--- config.mk ---
export PLATFORM = sky130hd
export DESIGN_NAME = btle_access_address_search
export DESIGN_NICKNAME = d
export VERILOG_FILES = /design/src/rtl/btle_access_address_search_pkg.sv /design/src/rtl/btle_access_address_search_hamming.sv /design/src/rtl/btle_access_address_search.sv
export SDC_FILE = /design/constraint.sdc
export NUM_CORES = 1
export LEC_CHECK = 0
export CAP_MARGIN = 25
export CORE_MARGIN = 5
export CORE_UTILIZATION = 50
export CTS_CLUSTER_SIZE = 40
export DETAILED_ROUTE_END_ITERATION = 7
export PLACE_DENSITY = 0.77
export SKIP_LAST_GASP = 1
export SLEW_MARGIN = 20
export SYNTH_ARGS = -nofsm -noshare
export SYNTH_HDL_FRONTEND = slang
export SYNTH_SLANG_ARGS = --single-unit
export TNS_END_PERCENT = 50
--- constraint.sdc ---
create_clock -name clk -period 5.9 [get_ports clk]
set_clock_uncertainty 0.2 [all_clocks]
set_input_delay 0.885 -clock clk [delete_from_list [all_inputs] [get_ports clk]]
set_output_delay 0.885 -clock clk [all_outputs]
set_load 0.02 [all_outputs]
--- src/rtl/btle_access_address_search_pkg.sv ---
// Shared constants and types for the BLE access-address search and byte packer.
// Constants only; no logic.
package btle_access_address_search_pkg;

    localparam int          AA_LEN            = 32;
    localparam logic [31:0] BTLE_ADV_AA       = 32'h8E89BED6;
    localparam int          BTLE_MAX_PDU_BYTE = 255;
    localparam int          FILL_W            = 6;

    typedef enum logic {
        ST_SEARCH  = 1'b0,
        ST_COLLECT = 1'b1
    } state_t;

endpackage

--- src/rtl/btle_access_address_search_hamming.sv ---
// Purpose: flags when popcount(a ^ b) <= MAX_BIT_ERR, using a balanced adder tree.
// Latency: combinational, 0 cycles.
// Backpressure: none, pure function of its inputs.
module hamming_dist_le
    import btle_access_address_search_pkg::*;
#(
    parameter int MAX_BIT_ERR = 1
) (
    input  logic [AA_LEN-1:0] a,
    input  logic [AA_LEN-1:0] b,
    output logic              le
);

    logic [AA_LEN-1:0] diff;
    logic [1:0]        l1 [16];
    logic [2:0]        l2 [8];
    logic [3:0]        l3 [4];
    logic [4:0]        l4 [2];
    logic [5:0]        pop;

    always_comb begin
        diff = a ^ b;
        for (int i = 0; i < 16; i++) l1[i] = {1'b0, diff[2*i]} + {1'b0, diff[2*i+1]};
        for (int i = 0; i < 8; i++)  l2[i] = {1'b0, l1[2*i]} + {1'b0, l1[2*i+1]};
        for (int i = 0; i < 4; i++)  l3[i] = {1'b0, l2[2*i]} + {1'b0, l2[2*i+1]};
        for (int i = 0; i < 2; i++)  l4[i] = {1'b0, l3[2*i]} + {1'b0, l3[2*i+1]};
        pop = {1'b0, l4[0]} + {1'b0, l4[1]};
        le  = (pop <= 6'(MAX_BIT_ERR));
    end

endmodule

--- src/rtl/btle_access_address_search.sv ---
// Purpose: sliding-window BLE access-address search, then LSB-first byte packing of the payload.
// Latency: hit_flag / byte_valid / frame_done 1 clk after the qualifying bit_valid.
// Backpressure: none; bit_valid may be asserted every cycle, all state holds while it is low.
module btle_access_address_search
    import btle_access_address_search_pkg::*;
#(
    parameter int MAX_BIT_ERR = 1
) (
    input  logic              clk,
    input  logic              rst_n,
    input  logic              phy_bit,
    input  logic              bit_valid,
    input  logic [AA_LEN-1:0] access_address,
    input  logic [7:0]        num_byte,
    output logic              hit_flag,
    output logic [7:0]        byte_out,
    output logic              byte_valid,
    output logic              frame_done,
    output logic              busy
);

    // Bit 0 of both shift registers would fall out on the very shift that reads them,
    // so only the upper bits are stored.
    state_t                 state_q;
    logic [AA_LEN-1:1]      sr_q;
    logic [FILL_W-1:0]      fill_q;
    logic [7:1]             byte_sr_q;
    logic [2:0]             bit_cnt_q;
    logic [7:0]             byte_cnt_q;
    logic [7:0]             nb_q;
    logic                   hit_q;
    logic                   byte_valid_q;
    logic                   frame_done_q;
    logic [7:0]             byte_out_q;

    logic [AA_LEN-1:0]      win_d;
    logic [7:0]             byte_d;
    logic                   win_le;
    logic                   hit_d;
    logic                   last_byte_d;

    assign win_d       = {phy_bit, sr_q};
    assign byte_d      = {phy_bit, byte_sr_q};
    assign hit_d       = bit_valid && (state_q == ST_SEARCH) &&
                         (fill_q >= FILL_W'(AA_LEN - 1)) && win_le;
    assign last_byte_d = ((byte_cnt_q + 8'd1) == nb_q);

    hamming_dist_le #(
        .MAX_BIT_ERR (MAX_BIT_ERR)
    ) u_hamming (
        .a  (win_d),
        .b  (access_address),
        .le (win_le)
    );

    always_ff @(posedge clk or negedge rst_n) begin
        if (!rst_n) begin
            state_q      <= ST_SEARCH;
            sr_q         <= '0;
            fill_q       <= '0;
            byte_sr_q    <= '0;
            bit_cnt_q    <= '0;
            byte_cnt_q   <= '0;
            nb_q         <= '0;
            hit_q        <= 1'b0;
            byte_valid_q <= 1'b0;
            frame_done_q <= 1'b0;
            byte_out_q   <= '0;
        end else begin
            hit_q        <= 1'b0;
            byte_valid_q <= 1'b0;
            frame_done_q <= 1'b0;
            if (bit_valid) begin
                sr_q <= win_d[AA_LEN-1:1];
                if (fill_q != FILL_W'(AA_LEN)) fill_q <= fill_q + 1'b1;
                if (state_q == ST_SEARCH) begin
                    if (hit_d) begin
                        hit_q      <= 1'b1;
                        nb_q       <= num_byte;
                        bit_cnt_q  <= '0;
                        byte_cnt_q <= '0;
                        fill_q     <= '0;
                        if (num_byte == 8'd0) frame_done_q <= 1'b1;
                        else                  state_q      <= ST_COLLECT;
                    end
                end else begin
                    byte_sr_q <= byte_d[7:1];
                    bit_cnt_q <= bit_cnt_q + 3'd1;
                    if (bit_cnt_q == 3'd7) begin
                        byte_valid_q <= 1'b1;
                        byte_out_q   <= byte_d;
                        byte_cnt_q   <= byte_cnt_q + 8'd1;
                        // Window restarts empty so payload bits can never form a hit.
                        if (last_byte_d) begin
                            frame_done_q <= 1'b1;
                            state_q      <= ST_SEARCH;
                            fill_q       <= '0;
                        end
                    end
                end
            end
        end
    end

    assign hit_flag   = hit_q;
    assign byte_valid = byte_valid_q;
    assign frame_done = frame_done_q;
    assign byte_out   = byte_out_q;
    assign busy       = (state_q == ST_COLLECT);

endmodule

== Word level (Yosys, flattened, before mapping) ==
Index checks and enable logic that the tools add are counted.
Storage, ports and cells
  output and inout bits: 12
  input bits: 44
  register bits after elaboration: 75
Operators by class
  multiplexer cells: 27
  add/sub/neg operators: 34
  bitwise operators: 2
  reductions and logical operators: 10
  magnitude comparators: 2
  equal/unequal tests: 4
Operators with widths (number)
  $add 1x1->2: 16
  $xor 32x32->32: 1
  $mux 6: 5
  $add 2x2->3: 8
  $mux 8: 3
  $mux 1: 17
  $add 3x3->4: 4
  $add 4x4->5: 2
  $reduce_and 3->1: 3
  $add 8x1->8 const B: 1
  $eq 8x8->1: 1
  $logic_not 8->1: 1
  $add 5x5->6: 1
  $add 6x1->6 const B: 1
  $ge 6x5->1 const B: 1
  $le 6x1->1 const B: 1
  $mux 3: 2
  $ne 6x6->1 const B: 1
  $reduce_and 2->1: 2
  $add 3x1->3 const B: 1
  $eq 3x3->1 const B: 1
  $logic_and 1x1->1: 3
  $ne 2x1->1 const B: 1
  $reduce_bool 2->1: 1
  $not 1->1: 1

== Longest topological paths before layout ==
Gate-level depths: netlist of the first run.
  depth after elaboration: 11
  depth in mapped cells: 21
  mapped depth without buffers: 21

== Cells and area by module ==
Synthesis of the first run repeated with hierarchy kept, for this count alone.
Unflattened totals
  cell total of the unflattened synthesis: 384
  area total of the unflattened synthesis: 4326.6 µm²
By module, submodules not included
  btle_access_address_search: instances 1, area an instance 3339.5 µm², cells each 290, seq. area each 1876.8 µm²
  hamming_dist_le: instances 1, area an instance 987.2 µm², cells each 94, seq. area each 0.0 µm²

== Worst setup path before layout of the first run ==
Ideal clock, no wire load.
  path kind: input to register
  from: input access_address[17]
  to: register nb_q[5]
  stages on the path: 19
  arrival time: 6.014 ns
  path slack: -0.439 ns
  cells stage by stage: xor2_1 -> fa_1 -> inv_1 -> fa_1 -> inv_1 -> fa_1 -> fa_1 -> inv_1 -> fa_1 -> fa_1 -> inv_1 -> ha_1 -> inv_1 -> fa_1 -> and4bb_1 -> nand2_1 -> nor3_4 -> buf_2 -> mux2_2
On the way
  longest elaborated chain between the ends: 9
RTL lines
  from (decl): RTL line btle_access_address_search.sv:13  | input logic [AA_LEN-1:0] access_address,
  $xor 32x32->32: RTL line btle_access_address_search_hamming.sv:22  | diff = a ^ b;
  $add 1x1->2: RTL line btle_access_address_search_hamming.sv:23  | for (int i = 0; i < 16; i++) l1[i] = {1'b0, diff[2*i]} + {1'b0, diff[2*i+1]};
  $add 2x2->3: RTL line btle_access_address_search_hamming.sv:24  | for (int i = 0; i < 8; i++) l2[i] = {1'b0, l1[2*i]} + {1'b0, l1[2*i+1]};
  $add 3x3->4: RTL line btle_access_address_search_hamming.sv:25  | for (int i = 0; i < 4; i++) l3[i] = {1'b0, l2[2*i]} + {1'b0, l2[2*i+1]};
  $add 4x4->5: RTL line btle_access_address_search_hamming.sv:26  | for (int i = 0; i < 2; i++) l4[i] = {1'b0, l3[2*i]} + {1'b0, l3[2*i+1]};
  $add 5x5->6: RTL line btle_access_address_search_hamming.sv:27  | pop = {1'b0, l4[0]} + {1'b0, l4[1]};
  $le 6x1->1: RTL line btle_access_address_search_hamming.sv:28  | le = (pop <= 6'(MAX_BIT_ERR));
  $logic_and 1x1->1: RTL line btle_access_address_search.sv:45  | (fill_q >= FILL_W'(AA_LEN - 1)) && win_le;
  $reduce_and 3->1 (no line)
  to (signal assigned): RTL line btle_access_address_search.sv:79  | nb_q <= num_byte;
  to (decl): RTL line btle_access_address_search.sv:30  | logic [7:0] nb_q;
Every way passes these cells.
A chain may end at the register's enable or synchronous reset.

== Worst setup path after layout of the first run ==
  from: input access_address[17]
  to: register fill_q[4]
On the way
  longest elaborated chain between the ends: 10
RTL lines
  $xor 32x32->32: RTL line btle_access_address_search_hamming.sv:22
  $add 1x1->2: RTL line btle_access_address_search_hamming.sv:23
  $add 2x2->3: RTL line btle_access_address_search_hamming.sv:24
  $add 3x3->4: RTL line btle_access_address_search_hamming.sv:25
  $add 4x4->5: RTL line btle_access_address_search_hamming.sv:26
  $add 5x5->6: RTL line btle_access_address_search_hamming.sv:27
  $le 6x1->1: RTL line btle_access_address_search_hamming.sv:28
  $logic_and 1x1->1: RTL line btle_access_address_search.sv:45
  $mux 6: RTL line btle_access_address_search.sv:77  | if (hit_d) begin
  $mux 6: RTL line btle_access_address_search.sv:76  | if (state_q == ST_SEARCH) begin
  to (signal assigned): RTL line btle_access_address_search.sv:75  | if (fill_q != FILL_W'(AA_LEN)) fill_q <= fill_q + 1'b1;
  to (decl): RTL line btle_access_address_search.sv:26  | logic [FILL_W-1:0] fill_q;
Every way passes these cells.

==> impl_metrics.csv, run 1 <==
group,metric,value,unit
route,route.detailed.drc,0,
route,wl_per_cell,15.6,um
sta,rsz0062_at_grt,"yes",
cts,htreeDepth,3,
route,vias_per_cell,5.14,
grt,grt_usage,17.5,%
route,drt_wl_total,8530,um
floorplanning,ioPinCount,56,
status,violations,"setup timing",
route,postRouteAntennaNets,0,
cts,cts.sinks,75,
cts,cts.clk_slew.worst_paths,0.08,ns
synth,synth_area,4300,um2
worst_setup_path,worstPathRequired,5.90,ns
cells_and_area,num_antenna_cells,0,
synth,yosys_most_used_dff,"dfrtp_1",
sta,worst_pin_slew,0.731,ns
floorplanning,die_w,103,um
route,vias,2812,
route,drtIter0Drc,39,
sta,setup_viol,27,
synth,ys_warn_count,0,
cells_and_area,fillCellCount,644,
floorplanning,dieArea,10600,um2
worst_setup_path,crit_start,"access_address[17]",
sta,setup_ws,-0.259,ns
cts,cts-root-buf,"clkbuf_8",
sta,period_needed,6.16,ns
synth,seq_area_frac_synth,43.6,%
job,cap_violations,0,
hold_path,min_path_type,"reg -> reg",
sta,relSlewSlack,51.2,%
worst_setup_path,r2r-start,"sr_q[18]$_DFFE_PN0P_",
cts,cts_buffer_depth,2,
sta,min_period_over_period,104,%
worst_setup_path,end_kind,"flip-flop",
placed_design,place_congestion,0.778,
cts,cts_tree,"built",
grt,grt_overflow_total,0,
floorplanning,fp-row-count,33,
grt,grt_max_degree,76,
synth,ys_types,45,
cells_and_area,fin_nets,517,
sta,hold_viol,0,
synth,syn_inst,367,
cells_and_area,area_growth,26.3,%
floorplanning,core,8300,um2
cts,numCtsBuffers,9,
synth,synth_fp_nets,447,
worst_setup_path,setup.worst_path.class,"in -> reg",
synth,synth_area_per_cell,11.7,um2
synth,ys_ff_latch,75,
placed_design,hpwl,5940,um
grt,grt_pass1_vias,3032,
worst_setup_path,arrival,6.16,ns
cells_and_area,layout-drive-gt1-share,28.7,%
grt,grt_pass1_wl,14300,um
grt,antenna_found_initial,0,
sta,holdWs,0.274,ns
worst_setup_path,cp_max_fo,5,
sta,final.setup.tns,-4.24,ns
worst_setup_path,startpoint_type,"primary input",
sta,fmax,162,MHz
status,outcome,"finished with violations",
route,drt-pass1-iter-count,4,
synth,ys_async_sr_fraction,100,%
floorplanning,die_h,103,um
cts,clock_latency,0.35,ns
floorplanning,start_util,51.8,%
sta,slew_violations,0,
hold_path,worstHoldStart,"byte_sr_q[1]$_DFFE_PN0P_",
synth,synth_edf_count,0,
placed_design,portBuffers,55,
## kinds of logic after synthesis
family                     count (synthesis)  share of synthesized area (%)
adders and majority gates                 36                           14.7
AOI/OAI and AO/OA                         36                           6.28
muxes                                     46                           12.0
and+or+nand+nor                           84                           9.25
buffers and inverters                     45                           4.04
DFF                                       75                           43.6
xor gates and xnor gates                  45                           10.1
## cell usage in the layout (no fill, tap or decap), types with 2 or more instances in the layout
cell type	Yosys	layout
a21o_1	3	3
a21oi_1	4	2
buf_2	4	10
buf_4	0	14
buf_6	0	3
buf_8	0	2
clkbuf_2	0	2
clkbuf_8	0	11
clkdlybuf4s50_1	0	39
clkinvlp_4	0	3
dfrtp_1	75	75
fa_1	24	23
ha_1	12	11
inv_1	32	30
inv_2	0	2
mux2_2	45	38
mux2_4	0	7
nand2_1	44	43
nand3_1	11	11
nand4_1	2	2
nor2_1	12	11
nor2b_1	2	2
nor4_1	2	2
o21ai_0	11	10
o21ai_1	3	4
o31ai_1	3	3
or2_4	2	3
xnor2_1	19	13
xnor2_2	2	6
xnor2_4	1	3
xor2_1	22	15
xor2_2	1	8
## cell type report
type | instances | area [um2] | share of cell area, %
multi-input combinational | 247 | 2430 | 44.8
sequential | 75 | 1880 | 34.5
timing repair buffer | 72 | 657 | 12.1
clock buffer | 11 | 151 | 2.79
tap | 105 | 131 | 2.42
inverter | 32 | 120 | 2.21
clock inverter | 5 | 61.3 | 1.13
## path summary, 6_finish.rpt
path	slack, ns	end	cells past startpoint
setup / recovery	-0.26	fill_q[4]$_DFFE_PN0P_	23
hold / removal	0.27	byte_out[0]$_DFFE_PN0P_	2
setup reg to reg	-0.11	fill_q[4]$_DFFE_PN0P_	22
hold reg to reg	0.27	byte_out[0]$_DFFE_PN0P_	2
max in group asynchronous	4.63	byte_cnt_q[1]$_DFFE_PN0P_	3
min in group asynchronous	0.31	nb_q[1]$_DFFE_PN0P_	2
## metrics by stage
stage | worst slack (ns) | area, um2 | std cells | util (%)
after floorplan | -0.256 | 4340 | 367 | -
after global placement | -0.852 | 5020 | 523 | 60.5
after detailed placement | -0.907 | 5020 | 523 | 60.5
after CTS | -0.241 | 5330 | 542 | 64.2
after global routing | -0.445 | 5430 | 547 | 65.5
final | -0.259 | 5430 | 547 | 65.5
## per-layer routing
layer,global-route usage (%),share of wire (%),up-vias
li1,-,-,1344
met1,24.0,44,1397
met2,27.8,49,56
met3,3.99,4.3,15
met4,5.78,1.8,0
met5,0,0,-
## registers in the layout, summed over array words and instances, names as in the netlist
register and cells:
sr_q 31, byte_cnt_q 8, byte_out 8, nb_q 8
byte_sr_q 7, fill_q 6, bit_cnt_q 3, busy 1
byte_valid 1, frame_done 1, hit_flag 1
## Yosys cell counts, types with 9 or more instances
master	count	share of area, %
xnor2_1	19	3.9
nand3_1	11	1.3
clkbuf_1	9	0.79
o21ai_0	11	1.3
inv_1	32	2.8
ha_1	12	3.5
fa_1	24	11
nand2_1	44	3.8
xor2_1	22	4.5
dfrtp_1	75	44
mux2_2	45	12
nor2_1	12	1.0
## repair_timing
| action | 4_1_cts | 5_1_grt |
|---|---|---|
| cloned | 1 | 0 |
| hold endpoints to repair | 0 | 0 |
| resized for setup | 70 | 19 |
| hold buffers | 0 | 0 |
| pin swaps | 26 | 14 |
| setup endpoints to repair | 28 | 28 |
| setup buffers | 2 | 4 |
## critical path, cell delays in order
cell and delay, ns:
buf_6 0.09, xor2_2 0.15, fa_1 0.53, inv_1 0.04, fa_1 0.49, inv_2 0.04, fa_1 0.51, fa_1 0.55
inv_1 0.05, fa_1 0.50, fa_1 0.42, inv_1 0.07, ha_2 0.18, inv_2 0.04, fa_2 0.51, and4bb_1 0.20
nand2_2 0.07, nor3_4 0.22, buf_6 0.15, or2_4 0.12, a31oi_4 0.04, a41oi_2 0.24, a31oi_1 0.06
Power of run 1 is not shown: default switching activity piles up to over one toggle a cycle in this logic, so the estimate is an artifact.
==> inputs of run 2 (changes only) <==
--- a/config.mk
+++ b/config.mk
@@ -6,7 +6,6 @@
 export NUM_CORES = 1
 export LEC_CHECK = 0
 export CAP_MARGIN = 25
-export CORE_MARGIN = 5
 export CORE_UTILIZATION = 50
 export CTS_CLUSTER_SIZE = 40
 export DETAILED_ROUTE_END_ITERATION = 7
==> run 2 against run 1 <==
Net effect: the run still ends with setup timing left; largest cell class unchanged; register-to-register slack improved by 0.10 ns; hold slack lost 0.070 ns; critical path depth shrank 2; flip-flop and latch count is the same; cell area down 1.3%; core utilization is 0.52 points lower; critical endpoint is now nb_q[3]$_DFFE_PN0P_; maximum frequency increased by 2.5%; worst setup slack better by 0.15 ns; final cell count down 0.91%; highest routed layer unchanged; wire length is 3.5% lower.
==> impl_metrics.csv, run 2 (synthesis gave the netlist of run 1 again) <==
group,metric,value,unit
placed_design,place_congestion,0.760,
grt,grt_usage,20.6,%
placed_design,portBuffers,55,
floorplanning,die_w,94.8,um
floorplanning,ioPinCount,56,
sta,fmax,166,MHz
cts,htreeDepth,3,
cts,cts_tree,"built",
cells_and_area,num_antenna_cells,0,
placed_design,hpwl,5890,um
route,drt_wl_total,8230,um
worst_setup_path,arrival,6.05,ns
floorplanning,die_h,94.8,um
worst_setup_path,end_kind,"flip-flop",
cells_and_area,area_growth,24.7,%
sta,relSlewSlack,37.1,%
sta,setup_viol,19,
status,violations,"setup timing",
cells_and_area,layout_common_cells,"dfrtp_1, nand2_1, mux2_2, clkdlybuf4s50_1, inv_1",
sta,worst_pin_slew,0.944,ns
worst_setup_path,worstPathRequired,5.94,ns
worst_setup_path,setup.worst_path.class,"in -> reg",
grt,grt_pass1_vias,2982,
cells_and_area,layout-drive-gt1-share,28.4,%
cells_and_area,largest_register,"sr_q",
route,wl_per_cell,15.2,um
cells_and_area,final_common_cell,"dfrtp_1",
worst_setup_path,startpoint_type,"primary input",
cells_and_area,fin_nets,512,
sta,hold_viol,0,
grt,grt_max_degree,76,
floorplanning,dieArea,8980,um2
route,vias,2793,
cts,cts_buffer_depth,2,
route,route.detailed.drc,0,
cells_and_area,fillCellCount,674,
worst_setup_path,cp_max_fo,5,
grt,antenna_found_initial,0,
placed_design,post-place-ws,-0.950,ns
cts,cts.sinks,75,
floorplanning,core,8260,um2
sta,min_period_over_period,102,%
route,drt-pass1-iter-count,4,
cts,numCtsBuffers,9,
route,drtIter0Drc,61,
hold_path,min_path_type,"in -> async",
grt,grt_pass1_wl,13900,um
sta,slew_violations,0,
cts,cts-root-buf,"clkbuf_8",
route,vias_per_cell,5.15,
floorplanning,start_util,52.1,%
cts,cts.clk_slew.worst_paths,0.08,ns
cts,clock_latency,0.36,ns
grt,grt_overflow_total,0,
status,outcome,"finished with violations",
sta,period_needed,6.01,ns
route,postRouteAntennaNets,0,
sta,rsz0062_at_grt,"yes",
floorplanning,fp-row-count,33,
cells_and_area,largest_reg_flops,31,
sta,setup_ws,-0.106,ns
job,cap_violations,0,
[run 2: cell types whose count changed in the layout (fill, tap and decap cells not counted), moves of 3 or more]
cell / previous run / this run
buf_4: 14 / 6
o21ai_0: 10 / 5
buf_2: 10 / 6
buf_6: 3 / 7
clkbuf_2: 2 / 6
o21ai_1: 4 / 8
xor2_2: 8 / 5
[run 2: per-stage QoR]
step	cells	instance area (um2)	TNS, ns	hold WS (ns)	utilization [%]
2_1_floorplan	367	4340	-3.66	0.233	-
3_3_place_gp	520	4990	-21.36	0.264	60.5
3_5_place_dp	520	4990	-23.21	0.269	60.5
4_1_cts	540	5300	-7.03	0.293	64.2
5_1_grt	542	5360	-6.43	0.215	64.9
6_report	542	5360	-1.22	0.205	64.9
[run 2: per-layer routing]
metal | part of all wire (%) | global-route usage (%) | vias up
met5 | 0 | 0 | -
met4 | 1.3 | 8.33 | 0
met3 | 4.3 | 3.54 | 10
met2 | 51 | 34.4 | 50
met1 | 43 | 26.7 | 1398
li1 | - | - | 1335
[run 2: worst paths after layout]
check                                        start                   endpoint  slack (ns)  cells past startpoint
setup / recovery                access_address[21]        nb_q[3]$_DFFE_PN0P_       -0.11                     21
hold / removal                               rst_n        sr_q[2]$_DFFE_PN0P_        0.20                      1
setup reg to reg              sr_q[22]$_DFFE_PN0P_        nb_q[3]$_DFFE_PN0P_       -0.01                     20
hold reg to reg            byte_out[3]$_DFFE_PN0P_    byte_out[3]$_DFFE_PN0P_        0.29                      2
max in group asynchronous                    rst_n  byte_cnt_q[3]$_DFFE_PN0P_        4.73                      2
min in group clk           byte_out[3]$_DFFE_PN0P_    byte_out[3]$_DFFE_PN0P_        0.29                      2
[run 2: cell type report]
class | instances | area [um2] | share of cell area, %
Sequential cell | 75 | 1880 | 35.0
Tap cell | 105 | 131 | 2.45
Inverter | 32 | 120 | 2.24
Multi-Input combinational cell | 247 | 2410 | 45.0
Clock buffer | 10 | 128 | 2.38
Clock inverter | 6 | 66.3 | 1.24
Timing Repair Buffer | 67 | 628 | 11.7
[run 2: worst max-delay path, stage by stage]
cell      delay [ns]
buf_8           0.10
xor2_4          0.14
fa_1            0.56
inv_2           0.04
fa_1            0.46
inv_1           0.05
fa_1            0.47
fa_1            0.56
inv_2           0.04
fa_1            0.50
fa_1            0.42
inv_1           0.07
ha_2            0.18
inv_2           0.04
fa_2            0.51
and4bb_1        0.20
nand2_2         0.07
nor3_4          0.14
buf_6           0.16
buf_6           0.14
mux2_4          0.30
[run 2: repair_timing]
item,in CTS,in global routing
pin swaps,30,19
setup endpoints to repair,28,28
hold buffers,0,0
gates cloned,1,0
buffers inserted,3,1
resized for setup,66,23
Power of run 2 is left out for the same reason.
==> inputs of run 3 (changes only) <==
--- a/config.mk
+++ b/config.mk
@@ -6,13 +6,15 @@
 export NUM_CORES = 1
 export LEC_CHECK = 0
 export CAP_MARGIN = 25
-export CORE_UTILIZATION = 50
+export CORE_MARGIN = 2
+export CORE_UTILIZATION = 35
 export CTS_CLUSTER_SIZE = 40
 export DETAILED_ROUTE_END_ITERATION = 7
-export PLACE_DENSITY = 0.77
+export PLACE_DENSITY = 0.58
 export SKIP_LAST_GASP = 1
 export SLEW_MARGIN = 20
 export SYNTH_ARGS = -nofsm -noshare
 export SYNTH_HDL_FRONTEND = slang
+export SYNTH_HIERARCHICAL = 1
 export SYNTH_SLANG_ARGS = --single-unit
 export TNS_END_PERCENT = 50
==> run 3 against run 2 <==
Net effect: the flow still finishes with violations (setup timing); core utilization shrank 18 points; non-clock buffer count rose by 14; synthesized cell count grew 4.6%; final cell count grew 17%; register-to-register slack worse by 0.38 ns; via count grew 6.4%; flip-flop and latch count unchanged; count of clock-buffer cells in the layout is 1 lower; highest routed layer unchanged.
==> impl_metrics.csv, run 3 <==
group,metric,value,unit
route,postRouteAntennaNets,0,
floorplanning,core,12100,um2
route,wl_per_cell,14.1,um
placed_design,portBuffers,55,
cells_and_area,layout_common_cells,"dfrtp_1, nand2_1, mux2_2, clkdlybuf4s50_1, inv_1",
worst_setup_path,r2r-start,"sr_q[1]$_DFFE_PN0P_",
synth,yosys_most_used_dff,"dfrtp_1",
sta,fmax,154,MHz
cts,htreeDepth,3,
route,highest_layer,"met4",
route,wl_met1,3960,um
cts,cts.sinks,75,
cells_and_area,stdcell_count,636,
sta,setup_viol,28,
cts,cts_hold_buffers,0,
cts,cts-root-buf,"clkbuf_16",
placed_design,place_area,5180,um2
worst_setup_path,worstPathRequired,5.87,ns
synth,seq_area_frac_synth,43.4,%
synth,synth_top_area_share,43.4,%
synth,ys_warn_count,6,
synth,syn_inst,384,
cts,clock_latency,0.34,ns
route,met3_length,360,um
grt,grt_max_degree,76,
placed_design,dpl.cell_count,614,
cells_and_area,area_growth,30.2,%
placed_design,hpwl,6370,um
route,drt_wl_total,8940,um
sta,period_needed,6.51,ns
placed_design,place_congestion,0.764,
cells_and_area,num_antenna_cells,0,
sta,rsz0062_at_grt,"yes",
cells_and_area,largest_reg_flops,31,
sta,relSlewSlack,34.3,%
cts,numCtsBuffers,9,
sta,setup_ws,-0.606,ns
worst_setup_path,arrival,6.48,ns
synth,ys_types,49,
route,route.detailed.drc,0,
synth,synth_top_area_cell,"dfrtp_1",
synth,ys_ff_latch,75,
floorplanning,die_w,115,um
worst_setup_path,end_kind,"flip-flop",
floorplanning,dieArea,13300,um2
synth,ys_async_sr_fraction,100,%
route,drtIter0Drc,121,
worst_setup_path,crit_path_max_incr_delay,0.55,ns
cells_and_area,layout-drive-gt1-share,29.1,%
worst_setup_path,setup.worst_path.class,"in -> reg",
worst_setup_path,crit_top_cell,"fa_1",
floorplanning,start_util,35.9,%
worst_setup_path,startpoint_type,"primary input",
sta,worst_pin_slew,0.985,ns
floorplanning,die_h,115,um
grt,grt_pass1_wl,15300,um
sta,hold_viol,0,
cells_and_area,fin_area,5630,um2
grt,antenna_found_initial,0,
sta,min_period_over_period,110,%
floorplanning,ioPinCount,56,
route,wl_met2,4530,um
sta,final.setup.tns,-13.20,ns
cells_and_area,fillCellCount,1120,
worst_setup_path,cp_max_fo,5,
synth,synth_area,4330,um2
synth,synth_area_per_cell,11.3,um2
job,cap_violations,0,
route,drt-pass1-iter-count,4,
cells_and_area,final_common_cell,"dfrtp_1",
synth,synth_edf_count,0,
placed_design,post-place-ws,-1.34,ns
status,outcome,"finished with violations",
synth,yosysMostFrequentCell,"dfrtp_1",
synth,synth_fp_nets,464,
status,violations,"setup timing",
worst_setup_path,path_cells,"clkdlybuf4s15_1, xnor2_1, fa_1, inv_2, fa_1, fa_1, fa_1, inv_1, fa_1, fa_1, inv_1, ha_2, inv_2, fa_1, or4b_4, a211oi_2, a21boi_4, nand3b_1, inv_2, buf_6, nor3b_4, a21oi_2, a31oi_1",
cts,cts_tree,"built",
route,vias,2971,
hold_path,min_path_type,"in -> async",
cts,cts.clk_slew.worst_paths,0.06,ns
cells_and_area,largest_register,"sr_q",
synth,ys_top_cells_by_count,"dfrtp_1, nand2_1, mux2_2, inv_1, fa_1",
cells_and_area,fin_nets,543,
worst_setup_path,cpMaxStageDelayCell,"fa_1",
grt,grt_pass1_vias,3290,
cts,cts_buffer_depth,2,
worst_setup_path,rrSetupSlack,-0.39,ns
worst_setup_path,crit_start,"access_address[11]",
grt,grt_usage,14.8,%
synth,synth_area_leaders,"dfrtp_1, fa_1, mux2_2",
floorplanning,fp-row-count,40,
grt,grt_overflow_total,0,
route,vias_per_cell,4.67,
sta,slew_violations,0,
run 3: metrics by stage:
stage / hold WS, ns / utilization, %
6_report: 0.258 / 46.7
5_1_grt: 0.274 / 46.7
4_1_cts: 0.294 / 46.1
3_5_place_dp: 0.270 / 42.9
3_3_place_gp: 0.259 / 42.9
2_1_floorplan: 0.233 / -
run 3: critical path, delay by kind of cell:
family | cells | cell delay (ns)
AO/OA/AOI/OAI | 4 | 0.58
XOR/XNOR | 1 | 0.13
adder cells (fa/ha/maj) | 8 | 3.58
buffers and inverters | 7 | 0.66
AND/OR/NAND/NOR | 3 | 0.64
run 3: cell type report:
| cell class | count | area [um2] | share of cell area (%) |
|---|---|---|---|
| clock inverters | 7 | 65.1 | 1.15 |
| clock buffers | 9 | 225 | 4.00 |
| multi-input cells | 262 | 2400 | 42.7 |
| repair buffers | 81 | 724 | 12.9 |
| well taps | 168 | 210 | 3.73 |
| inverters | 34 | 128 | 2.27 |
| flip-flops and latches | 75 | 1880 | 33.3 |
run 3: worst paths after layout:
path / end / cells past startpoint
max in group asynchronous: byte_cnt_q[3]$_DFFE_PN0P_ / 2
min in group clk: byte_out[0]$_DFFE_PN0P_ / 2
min reg2reg: byte_out[0]$_DFFE_PN0P_ / 2
max: fill_q[2]$_DFFE_PN0P_ / 23
max reg2reg: fill_q[2]$_DFFE_PN0P_ / 21
min: sr_q[1]$_DFFE_PN0P_ / 1
run 3: timing repair:
action / 4_1_cts / 5_1_grt
setup endpoints to repair: 28 / 28
pin swaps: 39 / 15
resized for setup: 67 / 22
setup buffers: 5 / 1
run 3: logic make-up (layout without fill, tap and decap cells):
group                      count (synthesis)  in the layout  share of synthesized area (%)
and+or+nand+nor                          107            107                           12.7
xor gates and xnor gates                  42             42                           8.85
adders and majority gates                 36             36                           14.6
AOI/OAI and AO/OA                         39             39                           6.33
muxes                                     38             38                           9.89
DFF                                       75             75                           43.4
buffers and inverters                     47            131                           4.25
run 3: per-layer routing:
layer,vias to the layer above,global-route usage [%]
met1,1467,19.2
met4,0,4.26
met5,-,0
met2,56,24.6
met3,8,3.74
li1,1440,-
Power of run 3 is left out for the same reason.
